[config.mk]
export PLATFORM = sky130hd
export DESIGN_NAME = mvm_result_uart_tx
export DESIGN_NICKNAME = d
export VERILOG_FILES = /design/src/rtl/mvm_uart_pkg.sv /design/src/rtl/uart_tx_frame.sv /design/src/rtl/mvm_result_uart_tx.sv
export SDC_FILE = /design/constraint.sdc
export NUM_CORES = 1
export LEC_CHECK = 0
export ABC_CLOCK_PERIOD_IN_PS = 4900
export BUFFER_PORTS_ARGS = -buffer_cell sky130_fd_sc_hd__buf_2
export CAP_MARGIN = 20
export CORE_UTILIZATION = 50
export DETAILED_ROUTE_END_ITERATION = 8
export PLACE_DENSITY = 0.7
export SYNTH_ARGS = -nofsm -noshare
export SYNTH_HDL_FRONTEND = slang
export SYNTH_SLANG_ARGS = --single-unit
[constraint.sdc]
create_clock -name clk -period 4.9 [get_ports clk]
set_clock_uncertainty 0.1 [all_clocks]
set_input_delay 0.98 -clock clk [delete_from_list [all_inputs] [get_ports clk]]
set_output_delay 0.98 -clock clk [all_outputs]
set_load 0.05 [all_outputs]
[src/rtl/mvm_uart_pkg.sv]
// Shared constants, size helpers and tx frame state encoding for the MVM UART link.
package mvm_uart_pkg;

  localparam int unsigned CLOCKS_PER_PULSE_DEF = 10;
  localparam int unsigned BITS_PER_WORD_DEF    = 8;
  localparam int unsigned PACKET_SIZE_TX_DEF   = 13;

  // Frame = 1 start + data + stop; callers must guarantee packet_size >= bits_per_word + 2.
  function automatic int unsigned stop_bits(int unsigned packet_size, int unsigned bits_per_word);
    return packet_size - bits_per_word - 1;
  endfunction

  function automatic int unsigned num_words(int unsigned r, int unsigned w_y,
                                            int unsigned bits_per_word);
    return (r * w_y) / bits_per_word;
  endfunction

  typedef enum logic [1:0] {
    StIdle,
    StStart,
    StData,
    StStop
  } tx_state_e;

endpackage

[src/rtl/uart_tx_frame.sv]
// Single-word UART serialiser: start bit, LSB-first data, stop bits. Owns baud and bit counters.
module uart_tx_frame
  import mvm_uart_pkg::*;
#(
  parameter int unsigned CLOCKS_PER_PULSE = CLOCKS_PER_PULSE_DEF,
  parameter int unsigned BITS_PER_WORD    = BITS_PER_WORD_DEF,
  parameter int unsigned PACKET_SIZE_TX   = PACKET_SIZE_TX_DEF
) (
  input  logic                     clk,
  input  logic                     rstn,
  input  logic                     start,
  input  logic [BITS_PER_WORD-1:0] data,
  output logic                     done,
  output logic                     tx
);

  localparam int unsigned STOP_BITS = stop_bits(PACKET_SIZE_TX, BITS_PER_WORD);
  localparam int unsigned BAUD_W    = $clog2(CLOCKS_PER_PULSE);
  localparam int unsigned BIT_W     = $clog2(PACKET_SIZE_TX);

  localparam logic [BAUD_W-1:0] BAUD_LAST = BAUD_W'(CLOCKS_PER_PULSE - 1);
  localparam logic [BIT_W-1:0]  DATA_LAST = BIT_W'(BITS_PER_WORD - 1);
  localparam logic [BIT_W-1:0]  STOP_LAST = BIT_W'(STOP_BITS - 1);

  tx_state_e                state_q;
  logic [BAUD_W-1:0]        baud_q;
  logic [BIT_W-1:0]         bit_q;
  logic [BITS_PER_WORD-1:0] shift_q;
  logic                     tx_q;
  logic                     baud_end;

  assign baud_end = (baud_q == BAUD_LAST);
  assign done     = (state_q == StStop) && baud_end && (bit_q == STOP_LAST);
  assign tx       = tx_q;

  always_ff @(posedge clk or negedge rstn) begin
    if (!rstn) begin
      state_q <= StIdle;
      baud_q  <= '0;
      bit_q   <= '0;
      shift_q <= '0;
      tx_q    <= 1'b1;
    end else begin
      unique case (state_q)
        StIdle: begin
          if (start) begin
            state_q <= StStart;
            baud_q  <= '0;
            tx_q    <= 1'b0;
          end
        end

        // Data is sampled only here, so the parent's word must be stable by the end of START.
        StStart: begin
          if (baud_end) begin
            baud_q  <= '0;
            bit_q   <= '0;
            state_q <= StData;
            tx_q    <= data[0];
            shift_q <= data >> 1;
          end else begin
            baud_q <= baud_q + 1'b1;
          end
        end

        StData: begin
          if (baud_end) begin
            baud_q <= '0;
            if (bit_q == DATA_LAST) begin
              bit_q   <= '0;
              state_q <= StStop;
              tx_q    <= 1'b1;
            end else begin
              bit_q   <= bit_q + 1'b1;
              tx_q    <= shift_q[0];
              shift_q <= shift_q >> 1;
            end
          end else begin
            baud_q <= baud_q + 1'b1;
          end
        end

        // A start coinciding with done chains the next word with no idle gap.
        StStop: begin
          if (baud_end) begin
            baud_q <= '0;
            if (bit_q == STOP_LAST) begin
              bit_q <= '0;
              if (start) begin
                state_q <= StStart;
                tx_q    <= 1'b0;
              end else begin
                state_q <= StIdle;
                tx_q    <= 1'b1;
              end
            end else begin
              bit_q <= bit_q + 1'b1;
            end
          end else begin
            baud_q <= baud_q + 1'b1;
          end
        end

        default: begin
          state_q <= StIdle;
          tx_q    <= 1'b1;
        end
      endcase
    end
  end

endmodule

[src/rtl/mvm_result_uart_tx.sv]
// Accepts one y vector over valid/ready and streams it out as back-to-back UART frames.
module mvm_result_uart_tx
  import mvm_uart_pkg::*;
#(
  parameter int unsigned CLOCKS_PER_PULSE = CLOCKS_PER_PULSE_DEF,
  parameter int unsigned BITS_PER_WORD    = BITS_PER_WORD_DEF,
  parameter int unsigned PACKET_SIZE_TX   = PACKET_SIZE_TX_DEF,
  parameter int unsigned W_Y_OUT          = 8,
  parameter int unsigned R                = 2
) (
  input  logic                 clk,
  input  logic                 rstn,
  input  logic                 s_valid,
  output logic                 s_ready,
  input  logic [R*W_Y_OUT-1:0] s_data,
  output logic                 tx,
  output logic                 busy
);

  localparam int unsigned VEC_W     = R * W_Y_OUT;
  localparam int unsigned NUM_WORDS = num_words(R, W_Y_OUT, BITS_PER_WORD);
  localparam int unsigned WORD_W    = $clog2(NUM_WORDS + 1);

  localparam logic [WORD_W-1:0] WORD_LAST = WORD_W'(NUM_WORDS - 1);

  if ((VEC_W % BITS_PER_WORD) != 0) begin : g_bad_word_split
    $error("R*W_Y_OUT must be a multiple of BITS_PER_WORD");
  end
  if (PACKET_SIZE_TX < BITS_PER_WORD + 2) begin : g_bad_stop_bits
    $error("PACKET_SIZE_TX leaves no room for a stop bit");
  end

  logic [VEC_W-1:0]  vec_q;
  logic [WORD_W-1:0] word_q;
  logic              s_ready_q;
  logic              busy_q;
  logic              accept;
  logic              last_word;
  logic              frame_start;
  logic              frame_done;

  assign accept      = s_valid && s_ready_q;
  assign last_word   = (word_q == WORD_LAST);
  assign frame_start = accept || (frame_done && !last_word);
  assign s_ready     = s_ready_q;
  assign busy        = busy_q;

  // s_data is captured only on accept; everything downstream reads the latched copy.
  always_ff @(posedge clk or negedge rstn) begin
    if (!rstn) begin
      vec_q     <= '0;
      word_q    <= '0;
      s_ready_q <= 1'b1;
      busy_q    <= 1'b0;
    end else if (accept) begin
      vec_q     <= s_data;
      word_q    <= '0;
      s_ready_q <= 1'b0;
      busy_q    <= 1'b1;
    end else if (frame_done) begin
      if (last_word) begin
        word_q    <= '0;
        s_ready_q <= 1'b1;
        busy_q    <= 1'b0;
      end else begin
        word_q <= word_q + 1'b1;
        vec_q  <= vec_q >> BITS_PER_WORD;
      end
    end
  end

  uart_tx_frame #(
    .CLOCKS_PER_PULSE(CLOCKS_PER_PULSE),
    .BITS_PER_WORD   (BITS_PER_WORD),
    .PACKET_SIZE_TX  (PACKET_SIZE_TX)
  ) u_frame (
    .clk  (clk),
    .rstn (rstn),
    .start(frame_start),
    .data (vec_q[BITS_PER_WORD-1:0]),
    .done (frame_done),
    .tx   (tx)
  );

endmodule
==> results of run 1 <==
## kinds of logic after synthesis
logic type / count (synthesis) / synth area share [%]
AOI/OAI and AO/OA: 51 / 19.0
DFF: 38 / 49.7
and+or+nand+nor: 47 / 12.1
xor gates and xnor gates: 2 / 0.913
adders and majority gates: 8 / 5.22
buffers and inverters: 17 / 3.52
muxes: 18 / 9.58
## critical path, cell delays in order (launching register included)
cell	delay (ns)
dfrtp_1	0.43
inv_1	0.11
ha_1	0.43
mux2_2	0.36
o32ai_1	0.44
and3_1	0.27
mux2_1	0.33
## layout make-up
type,instances,area (µm²),share of cell area (%)
Multi-Input combinational cell,126,898,42.2
Inverter,8,30.0,1.41
Timing Repair Buffer,21,105,4.94
Tap cell,48,60.1,2.82
Clock buffer,8,80.1,3.76
Sequential cell,38,953,44.8
## how the worst min path moves through the flow
stage,endpoint,slack [ns],cells past startpoint
2_1_floorplan,word_q[1],0.35,1
3_3_place_gp,busy,0.36,1
3_5_place_dp,vec_q[3],0.38,2
4_1_cts,vec_q[3],0.39,2
5_1_grt,busy,0.41,1
6_report,busy,0.39,1
## layout by cell type, fill, tap and decap left out, types with 2 or more instances in the layout
cell type,n
clkbuf_1,3
nor3_1,4
dfstp_2,2
mux2i_1,15
nor2b_1,2
o21ai_0,15
mux2_1,2
nand2_1,19
nor2_1,7
clkbuf_8,5
dfrtp_1,36
a31oi_1,3
a22o_1,10
ha_1,8
buf_2,21
a22oi_1,2
nand3_1,4
inv_1,8
a21oi_1,8
## flip-flops by register name, summed over array words and instances (netlist names)
register         cells
vec_q               16
u_frame.shift_q      7
u_frame.baud_q       4
u_frame.bit_q        4
u_frame.state_q      2
word_q               2
busy                 1
s_ready              1
u_frame.tx           1
## per-layer routing
layer / vias to the layer above / wire (µm) / track usage, %
met2: 37 / 1730 / 34.6
met5: - / 0 / 0
met4: 0 / 68 / 9.09
met3: 7 / 180 / 6.61
met1: 683 / 1750 / 27.9
li1: 696 / - / -
## cell usage after synthesis, types with 4 or more instances
library cell  count  area, µm²
dfrtp_1          36        901
nand2_1          19       71.3
mux2i_1          15        150
o21ai_0          15       75.1
a22o_1           10       87.6
a21oi_1           8       40.0
ha_1              8        100
inv_1             8       30.0
nor2_1            7       26.3
clkbuf_1          5       18.8
nand3_1           4       20.0
nor3_1            4       20.0
## metrics by stage
stage                     total power (W)  cell area [µm²]  util, %  hold slack [ns]
after floorplan                  0.000755             1920        -            0.349
after global placement           0.000828             2050     55.9            0.358
after detailed placement         0.000855             2050     55.9            0.378
after CTS                         0.00106             2130     58.1            0.395
after global routing              0.00114             2130     58.1            0.410
final                             0.00106             2130     58.1            0.388
## power by group
| part | leakage [nW] | internal [W] | switching [W] |
|---|---|---|---|
| clock | 0.0395 | 0.000101 | 0.000103 |
| sequential | 0.481 | 0.000389 | 0.0000574 |
| combinational | 0.511 | 0.000174 | 0.000234 |
==> impl_metrics.yaml, run 1 <==
clocking:
  cts_sinks: 38
  cts_buffers: 5
  cts_setup_buffers: 0
  cts_tree: "yes"
  cts_htree_levels: 2
  cts_hold_buf: 0
  cts_buffer_depth: 2
  cts-root-buf: "clkbuf_8"
  clk_pin_slew_ns: 0.07
  cts-resized-gates: 0
  clk_latency_ns: 0.29
global_routing:
  antenna_found_initial: 0
  grtUsageTotal_pct: 21.9
  grt_pass1_vias: 1460
  grt_max_degree: 39
  grt_first_pass_wirelength_um: 6700
  grt-ovfl-total: 0
timing:
  fmax_mhz: 386
  setup_viol: 0
  fin_tns_setup_ns: 0
  rsz0062_at_grt: "false"
  fin_crit_ns: 2.59
  slew_viol_final: 0
  worst_pin_slew_ns: 0.805
  min_period_over_period_pct: 52.8
  max_slew_margin_pct: 46.3
  timing.final.ws_setup_ns: 2.31
  finalHoldViolations: 0
floorplan:
  die_y_um: 64.0
  pin_count: 22
  dieWidth_um: 64.0
  start_util_pct: 52.4
  rows: 22
  core_area_mm2: 0.00366
  die-area_mm2: 0.00409
placement:
  hpwl_um: 2710
  place_inst: 241
  post-place-ws_ns: 2.10
  portBuffers: 21
  gp_congestion: 0.838
worst_setup_path:
  cp_max_fo: 15
  worstPathRequired_ns: 4.96
  worstSetupStartpoint: "u_frame.state_q[0]"
  reg2reg_depth: 6
  arrival_ns: 2.65
  crit_end: "u_frame.state_q[1]"
  critPathCaptureType: "flop"
  r2r_start: "u_frame.state_q[0]"
  r2r_end: "u_frame.state_q[1]"
  r2r_slack_ns: 2.31
  critical_path_class: "reg -> reg"
  start_kind: "flop"
routing:
  wl_um: 3730
  wl_per_cell_um: 15.0
  drt_iter0_markers: 62
  viasPerCell: 5.71
  ant_nets: 0
  detail_route.first_pass.iterations: 6
  vias: 1423
  drc: 0
hold_path:
  hold_class: "reg -> reg"
  min_from: "busy"
final_layout:
  nNetsFinal: 227
  antennaDiodeCount: 0
  final_cells: 249
  drive_above_1_share_pct: 15.9
  area_growth_pct: 10.8
  nFillCells: 322
synth:
  synthFlopType: "dfrtp_1"
  ys_types: 46
  ys_ff_latch: 38
  synthesis.nets: 208
  netlist_area_mm2: 0.00192
  synth_async_sr_flop_share_pct: 100
  syn-instance-count: 181
  yosysSeqAreaShare_pct: 49.7
  yosys_warnings: 0
  synth_area_per_cell_um2: 10.6
  synth_edf_count: 0
power_and_ir_drop:
  ir_worst_vdd_uv: 226
  power_density_mw_per_mm2: 497
  total_leakage_power_nw: 1.03
flow_run:
  max_cap_violations: 0
status:
  status: "complete, no violations"
No activity file was read; power rests on OpenSTA's default activity.
==> inputs of run 2 (changes only) <==
ABC_AREA = 1   (was default)
ABC_CLOCK_PERIOD_IN_PS = 2700   (was 4900)
clock period = 2.7 ns   (was 4.9 ns; I/O delays follow)
==> impl_metrics.yaml, run 2 <==
timing:
  timing.final.ws_setup_ns: 0.558
  fin_tns_setup_ns: 0
  finalHoldViolations: 0
  setup_viol: 0
  min_period_over_period_pct: 79.3
  slew_viol_final: 0
  max_slew_margin_pct: 45.2
  fmax_mhz: 467
  fin_crit_ns: 2.14
  rsz0062_at_grt: "false"
  worst_pin_slew_ns: 0.822
final_layout:
  nNetsFinal: 283
  final_common_cell: "nand2_1"
  top_regs: "vec_q (16), u_frame.shift_q (7)"
  drive_above_1_share_pct: 17.1
  largest_register_ffs: 16
  final_cells: 305
  largest-register: "vec_q"
  stdcell_area_mm2: 0.00221
  nFillCells: 351
  antennaDiodeCount: 0
  utilization_pct: 59.9
  area_growth_pct: 13.4
  mostFrequentLayoutCells: "nand2_1 (69), dfrtp_1 (36), inv_1 (24), nor2_1 (24), buf_2 (21)"
routing:
  viasPerCell: 4.87
  drc: 0
  wl_um: 3570
  vias: 1485
  wl_per_cell_um: 11.7
  drt_iter0_markers: 81
  detail_route.first_pass.iterations: 4
  ant_nets: 0
synth:
  synth.area.top_cells: "dfrtp_1 (46%), nand2_1 (13%), ha_1 (5.1%)"
  yosys_warnings: 0
  synth_commonest_cells: "nand2_1 (69), dfrtp_1 (36), inv_1 (24), nor2_1 (24), o21ai_0 (14)"
  synthesis.nets: 262
  ys_types: 26
  synth_async_sr_flop_share_pct: 100
  synth_top_cell_area_share_pct: 46.3
  syn-instance-count: 235
  synthFlopType: "dfrtp_1"
  netlist_area_mm2: 0.00195
  synth_edf_count: 0
  synth_most_common_cell: "nand2_1"
  yosysTopAreaCell: "dfrtp_1"
  ys_ff_latch: 38
  yosysSeqAreaShare_pct: 49.0
  synth_area_per_cell_um2: 8.28
global_routing:
  grt_first_pass_wirelength_um: 6200
  grtUsageTotal_pct: 19.9
  antenna_found_initial: 0
  grt_max_degree: 39
  grt_pass1_vias: 1387
  grt-ovfl-total: 0
power_and_ir_drop:
  internal_power_w: 0.00113
  power.net_switching_w: 0.000345
  switching_share_pct: 23.4
  seqPwrFrac_pct: 48.2
  power_density_mw_per_mm2: 667
  ir_worst_vdd_uv: 541
  combPwrFrac_pct: 11.5
  total_leakage_power_nw: 1.08
  p_clk_share_pct: 40.4
worst_setup_path:
  worstPathRequired_ns: 2.81
  cp_max_fo: 14
  critPathCaptureType: "flop"
  start_kind: "flop"
  critical_path_class: "reg -> reg"
  arrival_ns: 2.26
floorplan:
  dieWidth_um: 64.4
  pin_count: 22
  start_util_pct: 52.8
  die-area_mm2: 0.00415
  die_y_um: 64.4
  core_area_mm2: 0.00369
  rows: 22
flow_run:
  max_cap_violations: 0
clocking:
  cts_htree_levels: 2
  cts_buffer_depth: 2
  cts_tree: "yes"
  cts_setup_buffers: 0
  cts-resized-gates: 0
  cts_sinks: 38
  clk_latency_ns: 0.29
  clk_pin_slew_ns: 0.08
  cts-root-buf: "clkbuf_8"
  cts_buffers: 5
  cts_hold_buf: 0
hold_path:
  hold_class: "in -> async"
placement:
  post-place-ws_ns: 0.560
  hpwl_um: 2600
  portBuffers: 21
  place_inst: 297
  gp_congestion: 0.818
  dpl_cell_area_mm2: 0.00207
status:
  status: "complete, no violations"
run 2: critical path, cell delays in order, from the launching register on:
cell and delay, ns:
dfrtp_1 0.42, inv_1 0.13, ha_1 0.32, inv_1 0.22
nand2_2 0.14, nand2_1 0.07, a21oi_2 0.41, o211ai_1 0.15
o21ai_0 0.11
run 2: metrics by stage:
step / total power, W / hold WS, ns
after floorplan: 0.000830 / 0.144
after global placement: 0.000887 / 0.359
after detailed placement: 0.000892 / 0.366
after CTS: 0.00149 / 0.272
after global routing: 0.00155 / 0.308
final: 0.00147 / 0.235
run 2: cell type report:
type                    instances  area [µm²]  area share, %
well taps                      48        60.1           2.72
clock inverters                 2        60.1           2.72
inverters                      25        93.8           4.25
clock buffers                   6        82.6           3.74
repair buffers                 22         113           5.10
flip-flops and latches         38         953           43.2
multi-input cells             164         846           38.3
run 2: cells by family after synthesis:
| logic type | Yosys count | synth area share [%] |
|---|---|---|
| fa+ha+maj | 8 | 5.14 |
| flops | 38 | 49.0 |
| simple gates | 118 | 27.1 |
| compound gates | 38 | 11.2 |
| buf+inv | 33 | 7.58 |
run 2: path summary, 6_finish.rpt:
path / start / to / slack, ns / cells after the start
max reg2reg: u_frame.state_q[0] / u_frame.shift_q[0] / 0.56 / 8
min: rstn / u_frame.shift_q[6] / 0.24 / 1
max in group asynchronous: rstn / word_q[1] / 1.73 / 1
max: u_frame.state_q[0] / u_frame.shift_q[0] / 0.56 / 8
min reg2reg: s_ready / s_ready / 0.38 / 2
min in group clk: s_data[12] / vec_q[12] / 0.35 / 3
run 2: per-layer routing:
metal | global-route usage, % | wire (µm) | part of all wire (%)
met3 | 5.36 | 100 | 2.8
met1 | 26.7 | 1850 | 52
met5 | 0 | 0 | 0
met2 | 30.4 | 1560 | 44
met4 | 7.50 | 57 | 1.6
run 2: power groups by stage:
stage	sequential [W]	combinational [W]	clock [W]
2_1_floorplan	0.000713	0.000117	0
3_3_place_gp	0.000720	0.000167	0
3_5_place_dp	0.000721	0.000171	0
4_1_cts	0.000709	0.000172	0.000608
5_1_grt	0.000721	0.000197	0.000634
6_report	0.000709	0.000169	0.000595
